## src/rtl/coherency_req_scheduler.sv

```systemverilog
// Feeds L1 coherency requests, one at a time, to the shared L2 coherency controller.
// Arbitration is round-robin with a starvation override. Same-line requests are held back while a transaction on that line is in flight.
//
// state | meaning
// IDLE  | looking for an eligible core; grant and slot allocation happen here
// ISSUE | granted request held on the controller port until ctrl_req_ready_i
module coherency_req_scheduler #(
   parameter int NUM_CORES        = 4,
   parameter int ADDR_WIDTH       = 32,
   parameter int LINE_OFFSET_BITS = 6,
   parameter int MAX_OUTSTANDING  = 2,
   parameter int STARVE_LIMIT     = 15,
   localparam int CORE_W = $clog2(NUM_CORES),
   localparam int SLOT_W = (MAX_OUTSTANDING > 1) ? $clog2(MAX_OUTSTANDING) : 1,
   localparam int OCC_W  = $clog2(MAX_OUTSTANDING + 1)
) (
   input  logic                            clk_i,
   input  logic                            rst_ni,
   input  logic [NUM_CORES-1:0]            req_valid_i,
   output logic [NUM_CORES-1:0]            req_ready_o,
   input  logic [NUM_CORES*ADDR_WIDTH-1:0] req_addr_i,
   input  logic [NUM_CORES*2-1:0]          req_type_i,
   output logic                            ctrl_req_valid_o,
   input  logic                            ctrl_req_ready_i,
   output logic [ADDR_WIDTH-1:0]           ctrl_req_addr_o,
   output logic [1:0]                      ctrl_req_type_o,
   output logic [CORE_W-1:0]               ctrl_req_core_o,
   output logic [SLOT_W-1:0]               ctrl_req_slot_o,
   input  logic                            ctrl_done_valid_i,
   input  logic [SLOT_W-1:0]               ctrl_done_slot_i,
   output logic [OCC_W-1:0]                occupancy_o,
   output logic                            err_o
);
   localparam int LINE_W = ADDR_WIDTH - LINE_OFFSET_BITS;
   localparam int CNT_W  = $clog2(STARVE_LIMIT + 1);
   localparam logic [CNT_W-1:0] STARVE_MAX = CNT_W'(STARVE_LIMIT);

   typedef enum logic {IDLE, ISSUE} state_e;
   state_e state_q, state_d;

   logic [MAX_OUTSTANDING-1:0] slot_valid_q, slot_valid_d;
   logic [LINE_W-1:0]          slot_line_q [MAX_OUTSTANDING];
   logic [CORE_W-1:0]          slot_core_q [MAX_OUTSTANDING];
   logic [CNT_W-1:0]           starve_q [NUM_CORES];
   logic [CORE_W-1:0]          rr_ptr_q;
   logic [ADDR_WIDTH-1:0]      addr_q;
   logic [1:0]                 type_q;
   logic [SLOT_W-1:0]          slot_q;
   logic [OCC_W-1:0]           occ_q, occ_d;
   logic                       err_q;

   logic [LINE_W-1:0]    req_line [NUM_CORES];
   logic [NUM_CORES-1:0] eligible;
   logic                 free_any;
   logic [SLOT_W-1:0]    free_idx;
   logic [CORE_W-1:0]    winner;
   logic                 grant;
   logic                 done_hit;
   logic                 done_err;

   // Eligibility looks only at registered slot state, so a done frees its line a cycle later.
   always_comb begin : eligibility
      free_any = 1'b0;
      free_idx = '0;
      for (int s = MAX_OUTSTANDING - 1; s >= 0; s--) begin
         if (!slot_valid_q[s]) begin
            free_any = 1'b1;
            free_idx = SLOT_W'(s);
         end
      end
      eligible = '0;
      for (int i = 0; i < NUM_CORES; i++) begin
         req_line[i] = req_addr_i[i*ADDR_WIDTH + LINE_OFFSET_BITS +: LINE_W];
         eligible[i] = req_valid_i[i] && free_any;
         for (int s = 0; s < MAX_OUTSTANDING; s++) begin
            if (slot_valid_q[s] && (slot_line_q[s] == req_line[i])) eligible[i] = 1'b0;
         end
      end
   end

   always_comb begin : pick_winner
      winner = '0;
      for (int k = NUM_CORES - 1; k >= 0; k--) begin
         if (eligible[(int'(rr_ptr_q) + k) % NUM_CORES])
            winner = CORE_W'((int'(rr_ptr_q) + k) % NUM_CORES);
      end
      for (int i = NUM_CORES - 1; i >= 0; i--) begin
         if (eligible[i] && (starve_q[i] == STARVE_MAX)) winner = CORE_W'(i);
      end
   end

   always_comb begin : fsm_next
      state_d     = state_q;
      grant       = 1'b0;
      req_ready_o = '0;
      unique case (state_q)
         IDLE: begin
            if (|eligible) begin
               grant               = 1'b1;
               req_ready_o[winner] = 1'b1;
               state_d             = ISSUE;
            end
         end
         ISSUE: begin
            if (ctrl_req_ready_i) state_d = IDLE;
         end
         default: state_d = IDLE;
      endcase
   end

   always_comb begin : slot_next
      done_hit = ctrl_done_valid_i
                 && ({1'b0, ctrl_done_slot_i} < (SLOT_W + 1)'(MAX_OUTSTANDING))
                 && slot_valid_q[ctrl_done_slot_i];
      done_err = ctrl_done_valid_i && !done_hit;
      slot_valid_d = slot_valid_q;
      if (done_hit) slot_valid_d[ctrl_done_slot_i] = 1'b0;
      if (grant)    slot_valid_d[free_idx] = 1'b1;
      occ_d = '0;
      for (int s = 0; s < MAX_OUTSTANDING; s++) occ_d = occ_d + OCC_W'(slot_valid_d[s]);
   end

   always_ff @(posedge clk_i) begin : fsm_reg
      if (!rst_ni) state_q <= IDLE;
      else         state_q <= state_d;
   end

   always_ff @(posedge clk_i) begin : datapath
      if (!rst_ni) begin
         slot_valid_q <= '0;
         occ_q        <= '0;
         err_q        <= 1'b0;
         rr_ptr_q     <= '0;
         addr_q       <= '0;
         type_q       <= '0;
         slot_q       <= '0;
         for (int s = 0; s < MAX_OUTSTANDING; s++) begin
            slot_line_q[s] <= '0;
            slot_core_q[s] <= '0;
         end
         for (int i = 0; i < NUM_CORES; i++) starve_q[i] <= '0;
      end else begin
         slot_valid_q <= slot_valid_d;
         occ_q        <= occ_d;
         if (done_err) err_q <= 1'b1;
         if (grant) begin
            slot_line_q[free_idx] <= req_line[winner];
            slot_core_q[free_idx] <= winner;
            rr_ptr_q <= (winner == CORE_W'(NUM_CORES - 1)) ? '0 : winner + CORE_W'(1);
            addr_q   <= req_addr_i[int'(winner)*ADDR_WIDTH +: ADDR_WIDTH];
            type_q   <= req_type_i[int'(winner)*2 +: 2];
            slot_q   <= free_idx;
         end
         for (int i = 0; i < NUM_CORES; i++) begin
            if (!req_valid_i[i] || (grant && (winner == CORE_W'(i))))
               starve_q[i] <= '0;
            else if (starve_q[i] != STARVE_MAX)
               starve_q[i] <= starve_q[i] + CORE_W'(0) + CNT_W'(1);
         end
      end
   end

   // The slot entry and slot_q are written on the same edge, so the table doubles as the core-id register.
   assign ctrl_req_valid_o = (state_q == ISSUE);
   assign ctrl_req_addr_o  = addr_q;
   assign ctrl_req_type_o  = type_q;
   assign ctrl_req_slot_o  = slot_q;
   assign ctrl_req_core_o  = slot_core_q[slot_q];
   assign occupancy_o      = occ_q;
   assign err_o            = err_q;

endmodule
```

## config.mk

```make
export PLATFORM = sky130hd
export DESIGN_NAME = coherency_req_scheduler
export DESIGN_NICKNAME = d
export VERILOG_FILES = /design/src/rtl/coherency_req_scheduler.sv
export SDC_FILE = /design/constraint.sdc
export NUM_CORES = 1
export LEC_CHECK = 0
export ABC_AREA = 1
export CAP_MARGIN = 40
export CORE_UTILIZATION = 45
export DETAILED_ROUTE_END_ITERATION = 10
export MAX_ROUTING_LAYER = met4
export PLACE_DENSITY = 0.72
export SYNTH_ARGS = -nofsm -noshare
export SYNTH_HDL_FRONTEND = slang
export SYNTH_SLANG_ARGS = --single-unit
```

## constraint.sdc

```tcl
create_clock -name clk_i -period 2.9 [get_ports clk_i]
set_input_delay 0.58 -clock clk_i [delete_from_list [all_inputs] [get_ports clk_i]]
set_output_delay 0.58 -clock clk_i [all_outputs]
set_load 0.02 [all_outputs]
```

==> key figures <==
STA
  – F_max: 0.263 GHz
  – Fin crit share: 1.31
  – Worst-Margin Slew: 0.654 ns
  – RSZ-0062 raised after global routing: true
  – Slew headroom: 0.564
  – Min cycle time layout: 3.80 ns
  – Final setup margin: -0.900 ns
  – Clock skew: 0.0153 ns
  – Final Hold Fails: 0
  – Min Hold Slack: 0.506 ns
  – Endpoints failing setup: 189
  – Slew Viols, Final: 0

Global routing
  – Grt total ovfl: 0
  – Largest net degree at the start of global routing: 69
  – First-pass GRT wire length: 59,100 um
  – Antenna violations before repair: 3
  – Overall Global Routing Usage: 0.356
  – Vias in the first global route: 11,121

Cells and area
  – Share of cells above drive strength 1: 0.240
  – Fin area: 15,000 um^2
  – Synthesis-to-finish area growth: 51.9%
  – Fin nets: 2,197
  – Final core utilization: 0.705
  – Fill cell count: 1,878

Logic synthesis
  – Syn Inst Count: 1,647
  – Area leader, netlist: edfxtp_1
  – Ys async rst share: 0
  – Sequential area share after synthesis: 0.309
  – Flops & latches, synth: 116
  – Synthesized Nets: 1,801
  – Yosys top cell area share: 0.220
  – Syn Std Cell Area: 9840 um^2
  – Post-synth cell types: 36
  – Synth Warn #: 0
  – Synth Area per Inst: 5.98 um^2
  – Top FF cell, synth: edfxtp_1
  – Synth area leaders: edfxtp_1 (22%), nand2_1 (22%), nand3_1 (10%), inv_1 (9.7%), dfxtp_1 (8.9%)
  – Post-synth EDFFs: 72

Worst setup path
  – Critical Path Start: slot_line_q[0][10]$_SDFFCE_PN0P_
  – Setup CP Type: reg2out
  – Critical path endpoint category: primary output
  – Crit path DAT: 3.22 ns
  – Launch point of the worst reg-to-reg path: slot_line_q[0][10]$_SDFFCE_PN0P_
  – Crit path max fanout: 4
  – Worst Path Required: 2.32 ns
  – Critical Path Source Type: flip-flop

Place
  – Number of port buffers: 189
  – Dpl hpwl: 27,600 um
  – Gp weighted congestion: 1.06
  – Post-DP Area: 13,600 um^2
  – Place WS: -1.51 ns

Die
  – Initial core utilization: 0.464
  – DIE AREA: 22,500 um^2
  – Die width: 150 um
  – Row cnt: 53
  – Ports: 190
  – Placeable Area: 21,200 um^2
  – Overall die height: 150 um

CTS
  – H-tree depth: 4
  – Root Driver: clkbuf_16
  – # clock sinks: 116
  – Worst-skew pair later-pin latency: 0.43 ns
  – Clock Tree Buf Depth: 2
  – TritonCTS clock tree: built
  – Count of hold-fix buffers inserted at cts: 0
  – CTS clk-pin slew, worst paths: 0.07 ns
  – TritonCTS Buffers: 17

Power and ir drop
  – Tot Pwr: 13.7 mW
  – Pleak: 7.83 nW
  – Power per standard cell area: 917 nW/um^2
  – Maximum vdd ir drop: 0.852 mV

Run
  – Maxcap violations: 0

Detailed routing
  – Vias: 12,065
  – ANT nets after route: 0
  – Via-per-instance ratio: 5.17
  – Routed len/inst: 16.9 um
  – DRT Pass-1 Iters: 6
  – Post-route DRC: 0
  – DR iter-0 viols: 1,209
  – Drt total wl: 39,400 um

Hold path
  – Hold path start: err_o$_SDFFE_PN0P_
  – Hold Crit Class: reg2reg

Run status
  – Violated checks: setup timing
  – Status: finished, violations left
per-layer routing:
metal,share of wire,GRT usage,vias to the layer above
li1,-,-,5821
met1,0.42,0.469,5466
met2,0.45,0.558,678
met3,0.10,0.0503,100
met4,0.034,0.119,0
met5,0,-,-
final timing paths:
| check | end | depth (start not counted) | slack [ns] |
|---|---|---|---|
| setup / recovery | req_ready_o[1] | 17 | -0.90 |
| hold reg to reg | err_o$_SDFFE_PN0P_ | 1 | 0.51 |
| hold / removal | err_o$_SDFFE_PN0P_ | 1 | 0.51 |
| setup reg to reg | starve_q[2][3]$_SDFFCE_PN0P_ | 23 | -0.76 |
kinds of logic after synthesis:
group                      count (synthesis)  share of synthesized area
AOI/OAI and AO/OA                         37                     0.0212
buffers and inverters                    353                      0.144
xor gates and xnor gates                  67                     0.0596
adders and majority gates                  9                     0.0114
muxes                                      2                    0.00229
DFF                                      116                      0.309
and+or+nand+nor                         1063                      0.453
critical path, stage by stage (launching register included):
cell	delay, ns
edfxtp_1	0.44
buf_4	0.18
xnor2_2	0.18
nand4_1	0.22
nor2_1	0.16
nand2_1	0.11
nand3_4	0.14
nand2_4	0.08
nand3_4	0.11
a21oi_2	0.07
o21ai_2	0.16
nand3_2	0.12
a21oi_4	0.28
inv_4	0.10
ha_4	0.19
nand2_4	0.07
inv_2	0.03
buf_6	0.12
placed cells by master (no fill, tap or decap), types with 4 or more instances in the layout:
cell type	count
nand2_1	530
buf_4	219
inv_1	211
nor2_1	190
nand3_1	175
dlygate4sd2_1	99
clkdlybuf4s50_1	82
edfxtp_1	72
inv_2	58
dfxtp_1	44
xnor2_1	41
nand2_2	33
nand4_1	30
nor2_2	28
nand3_2	23
and2_1	19
buf_6	18
clkbuf_16	17
inv_4	15
xor2_1	15
o21ai_0	13
clkinv_1	12
a21oi_1	10
xnor2_2	9
nand2_4	9
and2_4	8
inv_6	6
nand3_4	5
ha_1	5
buf_12	5
diode_2	4
o21ai_1	4
nor2_4	4
ha_4	4
bufinv_16	4
per-stage QoR:
stage	instances	setup TNS (ns)
2_1_floorplan	1647	-0.113
3_3_place_gp	2268	-199.51
3_5_place_dp	2268	-206.00
4_1_cts	2323	-72.10
5_1_grt	2334	-106.09
6_report	2335	-85.51
area by class of cell:
type,instances,area [um^2],share of cell area
multi-input combinational,1178,6000,0.401
timing repair buffer,429,3720,0.249
sequential,116,3040,0.203
inverter,301,1210,0.0812
clock buffer,17,425,0.0284
tap,275,344,0.0230
clock inverter,15,201,0.0135
antenna,4,10.0,0.000669
repair_timing:
action / 4_1_cts / 5_1_grt
endpoints found under the setup margin: 190 / 190
buffers inserted: 23 / 8
pin swaps: 59 / 60
gates resized for setup: 191 / 98
sequential cells by signal, indices dropped and copies added, names as in the netlist, named ones only:
signal            count
ctrl_req_addr_o      32
ctrl_req_slot_o       1
ctrl_req_type_o       2
ctrl_req_valid_o      1
err_o                 1
occupancy_o           2
rr_ptr_q              2
slot_core_q           4
slot_line_q          52
slot_valid_q          2
starve_q             16
synth_stat cells, drive strengths merged (13+ instances only):
library cell,instances
xnor2,52
o21ai,19
dfxtp,44
clkbuf,20
and2,27
nand2,573
buf,32
nand3,203
nor2,222
nand4,30
a21oi,13
edfxtp,72
xor2,15
inv,289
power by group:
group / switching (mW) / internal (mW) / leakage (nW)
Combinational: 4.87 / 3.85 / 6.36
Clock: 0.898 / 1.45 / 0.304
Sequential: 0.394 / 2.24 / 1.16
Total: 6.17 / 7.54 / 7.83
(Power assumes the default switching activity.)
